`config.mk`:
```
export PLATFORM = sky130hd
export DESIGN_NAME = sound_scheduler
export DESIGN_NICKNAME = d
export VERILOG_FILES = /design/src/rtl/sound_scheduler.sv
export SDC_FILE = /design/constraint.sdc
export NUM_CORES = 1
export LEC_CHECK = 0
export ABC_AREA = 0
export CAP_MARGIN = 0
export CELL_PAD_IN_SITES_DETAIL_PLACEMENT = 0
export CELL_PAD_IN_SITES_GLOBAL_PLACEMENT = 1
export CORE_ASPECT_RATIO = 0.5
export CORE_MARGIN = 2
export CORE_UTILIZATION = 50
export DETAILED_ROUTE_END_ITERATION = 10
export PLACE_DENSITY_LB_ADDON = 0.1
export SETUP_SLACK_MARGIN = 0.2
export SLEW_MARGIN = 10
export SYNTH_ARGS = -nofsm -noshare
export SYNTH_HDL_FRONTEND = slang
export SYNTH_SLANG_ARGS = --single-unit
```
`constraint.sdc`:
```
create_clock -name clk -period 4.7 [get_ports clk]
set_input_delay 0.47 -clock clk [delete_from_list [all_inputs] [get_ports clk]]
set_output_delay 0.47 -clock clk [all_outputs]
set_load 0.03 [all_outputs]
```
`src/rtl/sound_scheduler.sv`:
```
// Sound request scheduler for the single game_sounds player.
// Latches requests, grants by priority, strobes start and times the melody.
module sound_scheduler #(
   parameter int unsigned DUR_SHORT = 2_000_000,
   parameter int unsigned DUR_LONG  = 5_000_000,
   parameter int unsigned PULSE_LEN = 4,
   parameter int unsigned GUARD     = 8
) (
   input  logic       clk,
   input  logic       rst,
   input  logic [3:0] req,
   input  logic       mute,
   output logic       snd_start_n,
   output logic [1:0] snd_type,
   output logic       busy,
   output logic       overrun
);

   localparam logic [1:0] S_IDLE  = 2'd0;
   localparam logic [1:0] S_PULSE = 2'd1;
   localparam logic [1:0] S_HOLD  = 2'd2;

   localparam logic [31:0] PULSE_LOAD = 32'(PULSE_LEN - 1);
   // Hold window = N*(D+1) + GUARD, minus one for the terminal count
   localparam logic [31:0] HOLD_START = 32'(4 * (DUR_LONG + 1) + GUARD - 1);
   localparam logic [31:0] HOLD_DROP  = 32'(2 * (DUR_SHORT + 1) + GUARD - 1);
   localparam logic [31:0] HOLD_ERROR = 32'(2 * (DUR_LONG + 1) + GUARD - 1);
   localparam logic [31:0] HOLD_VICT  = 32'(13 * (DUR_LONG + 1) + GUARD - 1);

   logic [1:0]  state_q, state_d;
   logic [31:0] cnt_q, cnt_d;
   logic [3:0]  pending_q, pending_d;
   logic        start_n_q, start_n_d;
   logic [1:0]  type_q, type_d;
   logic        busy_q, busy_d;
   logic        overrun_q, overrun_d;

   logic        grant;
   logic [1:0]  gtype;
   logic [3:0]  gmask;
   logic [3:0]  clr;
   logic [31:0] hold_load;

   always_comb begin
      if (pending_q[3])      gtype = 2'd3;
      else if (pending_q[2]) gtype = 2'd2;
      else if (pending_q[0]) gtype = 2'd0;
      else                   gtype = 2'd1;
   end

   assign grant = (state_q == S_IDLE) && !mute && (pending_q != 4'd0);
   assign gmask = grant ? (4'b0001 << gtype) : 4'b0000;
   // VICTORY also flushes queued DROP clicks
   assign clr   = gmask | ((grant && gtype == 2'd3) ? 4'b0010 : 4'b0000);

   always_comb begin
      unique case (type_q)
         2'd0:    hold_load = HOLD_START;
         2'd1:    hold_load = HOLD_DROP;
         2'd2:    hold_load = HOLD_ERROR;
         default: hold_load = HOLD_VICT;
      endcase
   end

   always_comb begin
      state_d   = state_q;
      cnt_d     = cnt_q;
      start_n_d = start_n_q;
      type_d    = type_q;
      busy_d    = busy_q;
      unique case (state_q)
         S_IDLE: begin
            if (grant) begin
               type_d    = gtype;
               start_n_d = 1'b0;
               busy_d    = 1'b1;
               cnt_d     = PULSE_LOAD;
               state_d   = S_PULSE;
            end
         end
         S_PULSE: begin
            if (cnt_q == 32'd0) begin
               start_n_d = 1'b1;
               cnt_d     = hold_load;
               state_d   = S_HOLD;
            end else begin
               cnt_d = cnt_q - 32'd1;
            end
         end
         S_HOLD: begin
            if (cnt_q == 32'd0) begin
               busy_d  = 1'b0;
               state_d = S_IDLE;
            end else begin
               cnt_d = cnt_q - 32'd1;
            end
         end
         default: state_d = S_IDLE;
      endcase
   end

   always_comb begin
      if (mute) begin
         pending_d = 4'd0;
         overrun_d = 1'b0;
      end else begin
         pending_d = (pending_q | req) & ~clr;
         overrun_d = |(req & pending_q & ~gmask);
      end
   end

   always_ff @(posedge clk or posedge rst) begin
      if (rst) begin
         state_q   <= S_IDLE;
         cnt_q     <= 32'd0;
         pending_q <= 4'd0;
         start_n_q <= 1'b1;
         type_q    <= 2'd0;
         busy_q    <= 1'b0;
         overrun_q <= 1'b0;
      end else begin
         state_q   <= state_d;
         cnt_q     <= cnt_d;
         pending_q <= pending_d;
         start_n_q <= start_n_d;
         type_q    <= type_d;
         busy_q    <= busy_d;
         overrun_q <= overrun_d;
      end
   end

   assign snd_start_n = start_n_q;
   assign snd_type    = type_q;
   assign busy        = busy_q;
   assign overrun     = overrun_q;

endmodule

```
## Yosys cells after proc, flatten, opt, wreduce, memory -nomap -nowiden

Index checks and enable logic that the tools add are counted.

- Register bits after elaboration: 43
- Input port bits: 7
- Output and inout port bits: 5
- Word-level logic and storage cells: 64

- Add/subtract/negate cells: 1
- Equality and inequality tests: 9
- Shifts and indexed selects: 1
- Mux-type cells: 22
- Bitwise logic cells: 7
- Reduce and logical (&&, ||, !) cells: 17

Operators by type and width:

| cell | number |
|---|---|
| 32-bit 2-to-1 mux | 3 |
| 32-bit one-hot mux with 3 select lines | 1 |
| 26-bit one-hot mux with 3 select lines | 1 |
| 32-bit zero test | 1 |
| 32-bit by 1-bit subtractor with 32-bit output, second input constant | 1 |
| 4-bit AND | 3 |
| 2-bit 2-to-1 mux | 6 |
| 3-bit AND reduction | 4 |
| 4-bit 2-to-1 mux | 2 |
| 2-bit inequality test, second input constant | 4 |
| 4-bit inverter | 2 |
| 2-bit equality test, second input constant | 3 |
| 1-bit 2-to-1 mux | 6 |
| 2-bit one-hot mux with 3 select lines | 1 |
| 2-bit by 1-bit equality test with 1-bit output, second input constant | 2 |
| 2-bit zero test | 2 |
| 4-bit by 2-bit bitwise OR with 4-bit output | 1 |
| 4-bit bitwise OR | 1 |
| 1-bit one-hot mux with 2 select lines | 2 |
| 2-bit nonzero test | 2 |
| 4-bit nonzero test | 1 |
| 4-bit OR reduction | 1 |
| 1-bit by 2-bit << shifter with 4-bit output, first input constant | 1 |
| 1-bit logical AND | 3 |
| other kinds (3) | 3 |

## Longest topological paths before layout

Gate-level depths: netlist of the first run.

- Depth after elaboration: 10
- Depth in mapped cells: 10
- Depth with buffers taken out: 8

## Worst setup path after synthesis of the first run

OpenSTA, ideal clock, no wires.

- Path kind: reg-to-reg
- Start point: reg cnt_q[0]
- End point: reg state_q[0]
- Arrival time: 2.402 ns
- Data required time: 4.575 ns
- Slack: 2.173 ns
- Stages on the path, launching flop included: 9
- Clock period less this slack: 2.527 ns
- Cell sequence: dfrtp_1 > inv_1 > ha_1 > nor3b_1 > nand3_1 > nor3_4 > buf_6 > o21ai_2 > mux2_4

- Longest elaborated chain between the ends: 3

RTL lines:

| what | line | RTL |
|---|---|---|
| start, declared | 31 | `logic [31:0] cnt_q, cnt_d;` |
| start signal, assigned | 123 | `cnt_q <= cnt_d;` |
| 32-bit zero test (*) | 82, 91 |  |
| 2-bit inequality test (no line) | - |  |
| 3-bit AND reduction (no line) (*) | - |  |
| end signal, assigned | 122 | `state_q <= state_d;` |
| end, declared | 30 | `logic [1:0] state_q, state_d;` |

Every way passes the cells marked *; elsewhere a longest branch is shown, timed or not.
A chain may end at the register's enable or synchronous reset.

## Worst setup path in the final report of the first run

- Start point: reg cnt_q[4]
- End point: reg cnt_q[14]

- Longest elaborated chain between the ends: 3

RTL lines:

| what | line | RTL |
|---|---|---|
| 32-bit by 1-bit subtractor with 32-bit output or 32-bit zero test (tied branches) | - |  |
| 32-bit 2-to-1 mux (tied with other cells) | 91 | `if (cnt_q == 32'd0) begin` |
| 32-bit one-hot mux with 3 select lines or 3-bit AND reduction (tied branches) | - |  |

Several ways; a longest one is shown, not always the timed one. The select of a mux whose other input is x is not followed.

==> out/qor.yml, run 1 <==
final_layout:
  syn_to_final_growth_pct: 11.17
  design_area_mm2: 0.003187
  seq_area_mm2: 0.001077
  multiInputGateArea_mm2: 0.001654
  finalNetCount: 366
  drive_gt1_share_pct: 7.184
  num-fill-cells: 525
  n_antenna_cell: 0
cts:
  cts_tree: "built"
  insertion_delay_ns: 0.29
  cts.clk_slew.worst_paths_ns: 0.06
  cts_hold_buf: 0
  cts_inserted_buffers: 5
  cts_resized: 0
  cts_max_path_buffers: 2
  cts_max_level: 2
  cts_sinks: 43
  cts_root_buffer: "clkbuf_16"
  postCtsSetupRepairBufs: 0
place:
  place_congestion: 0.9434
  dp_hpwl_um: 5824
  io_buffer_count: 11
  dpl_cell_area_mm2: 0.003030
floorplan:
  fp.dieW_um: 111.1
  dieArea_mm2: 0.006392
  initial_core_util_pct: 51.97
  coreArea_mm2: 0.005515
  rows: 19
  die_y_um: 57.54
  io_pins: 12
logic_synthesis:
  synth_area_leaders: "dfrtp_1, ha_1, a21oi_1"
  synth-seq-cells: 43
  yosysMostFrequentCell: "dfrtp_1"
  ys.flop_type: "dfrtp_1"
  synthTopCellsByCount: "dfrtp_1, a21oi_1, nor2_1"
  yosysTopAreaCell: "dfrtp_1"
  synth_warnings: 0
  avgSynthCellArea_um2: 8.431
  synth-seq-area-share_pct: 37.58
  yosys.area.top_type_share_pct: 36.67
  synth-edff-count: 0
  synthDistinctLibCells: 58
  syn-num-nets: 359
  synth_async_sr_flop_share_pct: 100.0
  syn_inst: 340
  synth_area_mm2: 0.002866
setup_path:
  worst_ep_required_time_ns: 4.85
  cp_max_fo: 13
  cp-end-kind: "flop"
  startpoint_type: "flop"
  crit_arrival_ns: 3.26
  reg2reg_depth: 6
  path_class: "flop to flop"
global_routing:
  grt_pass1_vias: 2626
  grt_first_pass_wirelength_um: 13630
  grt_overflow: 0
  grt_max_degree: 44
  antenna_found_initial: 0
  track_usage_pct: 27.19
routing:
  drtAntennaViolNets: 0
  drc_errors: 0
  drtIter0Drc: 302
  dr.pass1.iters: 5
  viasPerCell: 6.682
  vias: 2813
  wl_um: 8110
  post_drt_wl_per_cell_um: 19.26
timing:
  relSlewSlack_pct: 42.44
  setup_viol: 0
  hold_viol_final: 0
  slew_viol_final: 0
  rsz0062_at_grt: "false"
  finalClockSkew_ns: 0.006036
  min_period_over_period_pct: 66.20
  tightest_slew_ns: 0.8555
  timing.fmax_mhz: 321.4
  period_needed_ns: 3.111
  tns_ns: 0
worst_hold_path:
  holdCritPathClass: "flop to flop"
  hold_depth: 1
run:
  drv_cap: 0
run_status:
  status: "completed"
power:
  leakagePower_nw: 1.321
  power_density_mw_per_mm2: 826.6
  ir_worst_vdd_mv: 0.3597
## per-layer routing
| metal | GRT usage, % | share of wire, % |
|---|---|---|
| met5 | 0 | 0 |
| met4 | 5.291 | 0.99 |
| met3 | 9.671 | 11 |
| met2 | 38.04 | 40 |
| met1 | 40.70 | 48 |
## final timing paths
path	from	endpoint	slack (ns)
min in group asynchronous	rst	state_q[0]	0.63
max in group asynchronous	rst	cnt_q[12]	3.69
max	cnt_q[4]	cnt_q[14]	1.59
min reg2reg	cnt_q[30]	cnt_q[30]	0.50
max reg2reg	cnt_q[4]	cnt_q[14]	1.59
min	cnt_q[30]	cnt_q[30]	0.50
## placed cells by master (no fill, tap or decap), types with 3 or more instances in the layout
cell type / Yosys / final
clkdlybuf4s50_1: 0 / 11
a211oi_1: 4 / 4
o31ai_1: 6 / 6
clkbuf_16: 0 / 5
o211ai_1: 5 / 5
inv_1: 18 / 17
a21oi_1: 29 / 29
nand2_1: 27 / 27
a22oi_1: 3 / 3
nor3_1: 16 / 16
nand3_1: 13 / 13
buf_4: 0 / 4
nand4_1: 3 / 3
o41ai_1: 5 / 5
nand2b_1: 3 / 3
a31oi_1: 13 / 13
o21ai_0: 23 / 23
nor4_1: 8 / 8
dfrtp_1: 42 / 42
or3_1: 7 / 7
o311ai_0: 3 / 3
o21ai_1: 8 / 8
or4_1: 7 / 7
nor2_1: 28 / 28
ha_1: 12 / 12
## logic make-up after synthesis
kind of cell,after synthesis,synth area share (%)
xor+xnor,1,0.3056
mux,2,0.8728
flops,43,37.58
fa+ha+maj,12,5.238
compound gates,120,27.63
simple gates,129,23.66
buf+inv,33,4.714
## per-stage QoR
step / total power (W) / std cells / utilization [%] / setup WS [ns] / hold slack [ns]
4_1_cts: 0.002600 / 421 / 57.78 / 1.656 / 0.4950
3_3_place_gp: 0.002207 / 413 / 54.95 / 1.780 / 0.4744
3_5_place_dp: 0.002218 / 413 / 54.95 / 1.673 / 0.4822
6_report: 0.002634 / 421 / 57.78 / 1.589 / 0.4951
2_1_floorplan: 0.001817 / 340 / - / 2.173 / 0.4424
5_1_grt: 0.002848 / 421 / 57.78 / 1.315 / 0.5210
## state kept, by name, summed over array words and instances, names as in the netlist
register     count
busy             1
overrun          1
snd_type         2
pending_q        4
cnt_q           32
snd_start_n      1
state_q          2
## critical path: stages (launching register included)
cell	delay (ns)
dfrtp_1	0.45
nor4_1	0.78
nand3_1	0.40
nor3_4	0.59
a31oi_1	0.36
o311ai_0	0.23
o211ai_1	0.15
## area by class of cell
type                    instances  share of cell area [%]
flip-flops and latches         43                   33.80
clock buffers                   8                   4.908
repair buffers                 15                   4.397
inverters                      18                   2.120
well taps                      73                   2.866
multi-input cells             264                   51.90
## power by group
| group | total (W) | switching, W | internal (W) |
|---|---|---|---|
| clock network | 0.000368 | 0.000142 | 0.000226 |
| registers | 0.000647 | 0.000157 | 0.000490 |
| logic | 0.00162 | 0.00107 | 0.000545 |
Note: power is estimated with default switching activity, not from simulation.
==> run 2: changes to the inputs <==
--- a/config.mk
+++ b/config.mk
@@ -11,7 +11,7 @@
 export CELL_PAD_IN_SITES_GLOBAL_PLACEMENT = 1
 export CORE_ASPECT_RATIO = 0.5
 export CORE_MARGIN = 2
-export CORE_UTILIZATION = 50
+export CORE_UTILIZATION = 46
 export DETAILED_ROUTE_END_ITERATION = 10
 export PLACE_DENSITY_LB_ADDON = 0.1
 export SETUP_SLACK_MARGIN = 0.2
==> constraint.sdc (replaced) <==
create_clock -name clk -period 2.9 [get_ports clk]
set_input_delay 0.29 -clock clk [delete_from_list [all_inputs] [get_ports clk]]
set_output_delay 0.29 -clock clk [all_outputs]
set_load 0.03 [all_outputs]
==> out/qor.yml, run 2 (synthesis results as in run 1) <==
cts:
  cts.clk_slew.worst_paths_ns: 0.06  # about the same
  insertion_delay_ns: 0.29  # about the same
  cts_root_buffer: "clkbuf_16"
  cts_inserted_buffers: 5  # unchanged
  cts_tree: "built"
  cts_max_path_buffers: 2  # unchanged
  cts_max_level: 2  # unchanged
  cts_sinks: 43  # unchanged
routing:
  vias: 2895  # +2.9%
  dr.pass1.iters: 5  # unchanged
  viasPerCell: 6.391  # -4.4%
  wl_um: 8575  # +5.7%
  drtAntennaViolNets: 0  # unchanged
  drtIter0Drc: 407  # +35%
  post_drt_wl_per_cell_um: 18.93  # -1.7%
  drc_errors: 0  # unchanged
setup_path:
  worst_path_largest_cell_delay_ns: 0.60  # -0.18 ns
  cp_max_fo: 9  # -4
  critPathTopFamily: "simple AND/OR/NAND/NOR gates"
  path_class: "flop to flop"
  worst_ep_required_time_ns: 3.07  # -1.78 ns
  cp-end-kind: "flop"
  crit_buf_inv: 2  # +2
  startpoint_type: "flop"
  crit_chain: "or4_4 > or4_4 > nor3_4 > buf_12 > buf_12 > o21ai_2 > mux2_4"
  crit_slowest_cell: "or4_4"
  crit_arrival_ns: 2.81  # -0.45 ns
final_layout:
  finalNetCount: 385  # +5.2%
  top_regs: "cnt_q: 32 flops, pending_q: 4 flops"
  largest_register_ffs: 32  # unchanged
  design_area_mm2: 0.003406  # +6.9%
  n_antenna_cell: 0  # unchanged
  final_core_util_pct: 56.24  # -1.5 points
  drive_gt1_share_pct: 14.52  # +7.3 points
  final_common_cell: "dfrtp_1"
  final_cells: 453  # +7.6%
  largest-register: "cnt_q"
  num-fill-cells: 553  # +5.3%
  most-common-layout-cells: "dfrtp_1, nor2_1, a21oi_1"
  syn_to_final_growth_pct: 18.81
power:
  ir_worst_vdd_mv: 0.6131  # +70%
  power_density_mw_per_mm2: 1368  # +65%
  leakagePower_nw: 1.411  # +6.8%
floorplan:
  coreArea_mm2: 0.006056  # +9.8%
  initial_core_util_pct: 47.33  # -4.6 points
  rows: 20  # +1
  io_pins: 12  # unchanged
  die_y_um: 59.82  # +4.0%
  fp.dieW_um: 115.6  # +4.1%
  dieArea_mm2: 0.006917  # +8.2%
global_routing:
  grt_overflow: 0  # unchanged
  grt_max_degree: 44  # unchanged
  track_usage_pct: 26.63  # -0.56 points
  antenna_found_initial: 0  # unchanged
  grt_first_pass_wirelength_um: 13920  # +2.1%
  grt_pass1_vias: 2674  # +1.8%
place:
  io_buffer_count: 11  # unchanged
  place_congestion: 0.9095  # -3.6%
  dp_hpwl_um: 6276  # +7.8%
  place_inst: 446  # +8.0%
  dpl_cell_area_mm2: 0.003209  # +5.9%
timing:
  setup_viol: 0  # unchanged
  tightest_slew_ns: 0.9189  # +0.06337 ns
  min_period_over_period_pct: 90.83  # +25 points
  period_needed_ns: 2.634  # -0.4773 ns
  rsz0062_at_grt: "true"
  relSlewSlack_pct: 38.65  # -3.8 points
  timing.fmax_mhz: 379.7  # +18%
  slew_viol_final: 0  # unchanged
  finalClockSkew_ns: 0.006376  # +0.0003403 ns
  hold_viol_final: 0  # unchanged
  tns_ns: 0  # unchanged
worst_hold_path:
  holdCritPathClass: "flop to flop"
run:
  drv_cap: 0  # unchanged
run_status:
  status: "completed"
-- run 2: cell types whose count changed in the layout (fill, tap and decap cells not counted), sizes merged --
cell	delta
clkbuf	-2
buf	+19
inv	+1
clkinv	-1
-- run 2: worst paths after layout --
check	startpoint	to	slack [ns]	cells after the start
min	cnt_q[30]	cnt_q[30]	0.48	1
min in group asynchronous	rst	state_q[0]	0.53	2
min reg2reg	cnt_q[30]	cnt_q[30]	0.48	1
max	cnt_q[8]	state_q[0]	0.27	7
max reg2reg	cnt_q[8]	state_q[0]	0.27	7
max in group asynchronous	rst	cnt_q[16]	1.73	2
-- run 2: worst register-to-register path, stage by stage (launching register included) --
cell and delay [ns]:
dfrtp_2 0.45, or4_4 0.60, or4_4 0.61, nor3_4 0.23, buf_12 0.18, buf_12 0.11
o21ai_2 0.06, mux2_4 0.29
-- run 2: timing repair --
item / in CTS / in global routing
gates resized for setup: 1 / 12
setup endpoints to repair: 2 / 28
buffers inserted: 0 / 1
hold buffers: 0 / 0
pin swaps: 0 / 4
-- run 2: report_power, final --
part / internal (W) / switching (W) / leakage [nW]
logic: 0.00119 / 0.00189 / 0.785
registers: 0.000797 / 0.000240 / 0.564
clock network: 0.000310 / 0.000225 / 0.0628
total: 0.00230 / 0.00236 / 1.41
-- run 2: layout make-up --
class / instances / area [um2] / area share, %
Inverter: 18 / 67.56 / 1.984
Timing Repair Buffer: 34 / 320.3 / 9.405
Tap cell: 88 / 110.1 / 3.233
Multi-Input combinational cell: 264 / 1699 / 49.89
Clock buffer: 6 / 128.9 / 3.784
Sequential cell: 43 / 1080 / 31.70
-- run 2: layer usage --
| metal | track usage [%] | wire (um) | vias to the layer above |
|---|---|---|---|
| met1 | 39.90 | 4126 | 1414 |
| met3 | 6.592 | 772 | 13 |
| met5 | 0 | 0 | - |
| li1 | - | - | 1338 |
| met4 | 5.612 | 96 | 0 |
| met2 | 38.85 | 3580 | 130 |
-- run 2: per-stage QoR --
step	hold WS (ns)	power (W)	setup slack, ns
6_report	0.4829	0.004658	0.2661
3_3_place_gp	0.4733	0.003906	0.2656
3_5_place_dp	0.4743	0.003911	0.1917
5_1_grt	0.5213	0.004975	0.1796
4_1_cts	0.4905	0.004488	0.1947
2_1_floorplan	0.4424	0.002945	0.3726
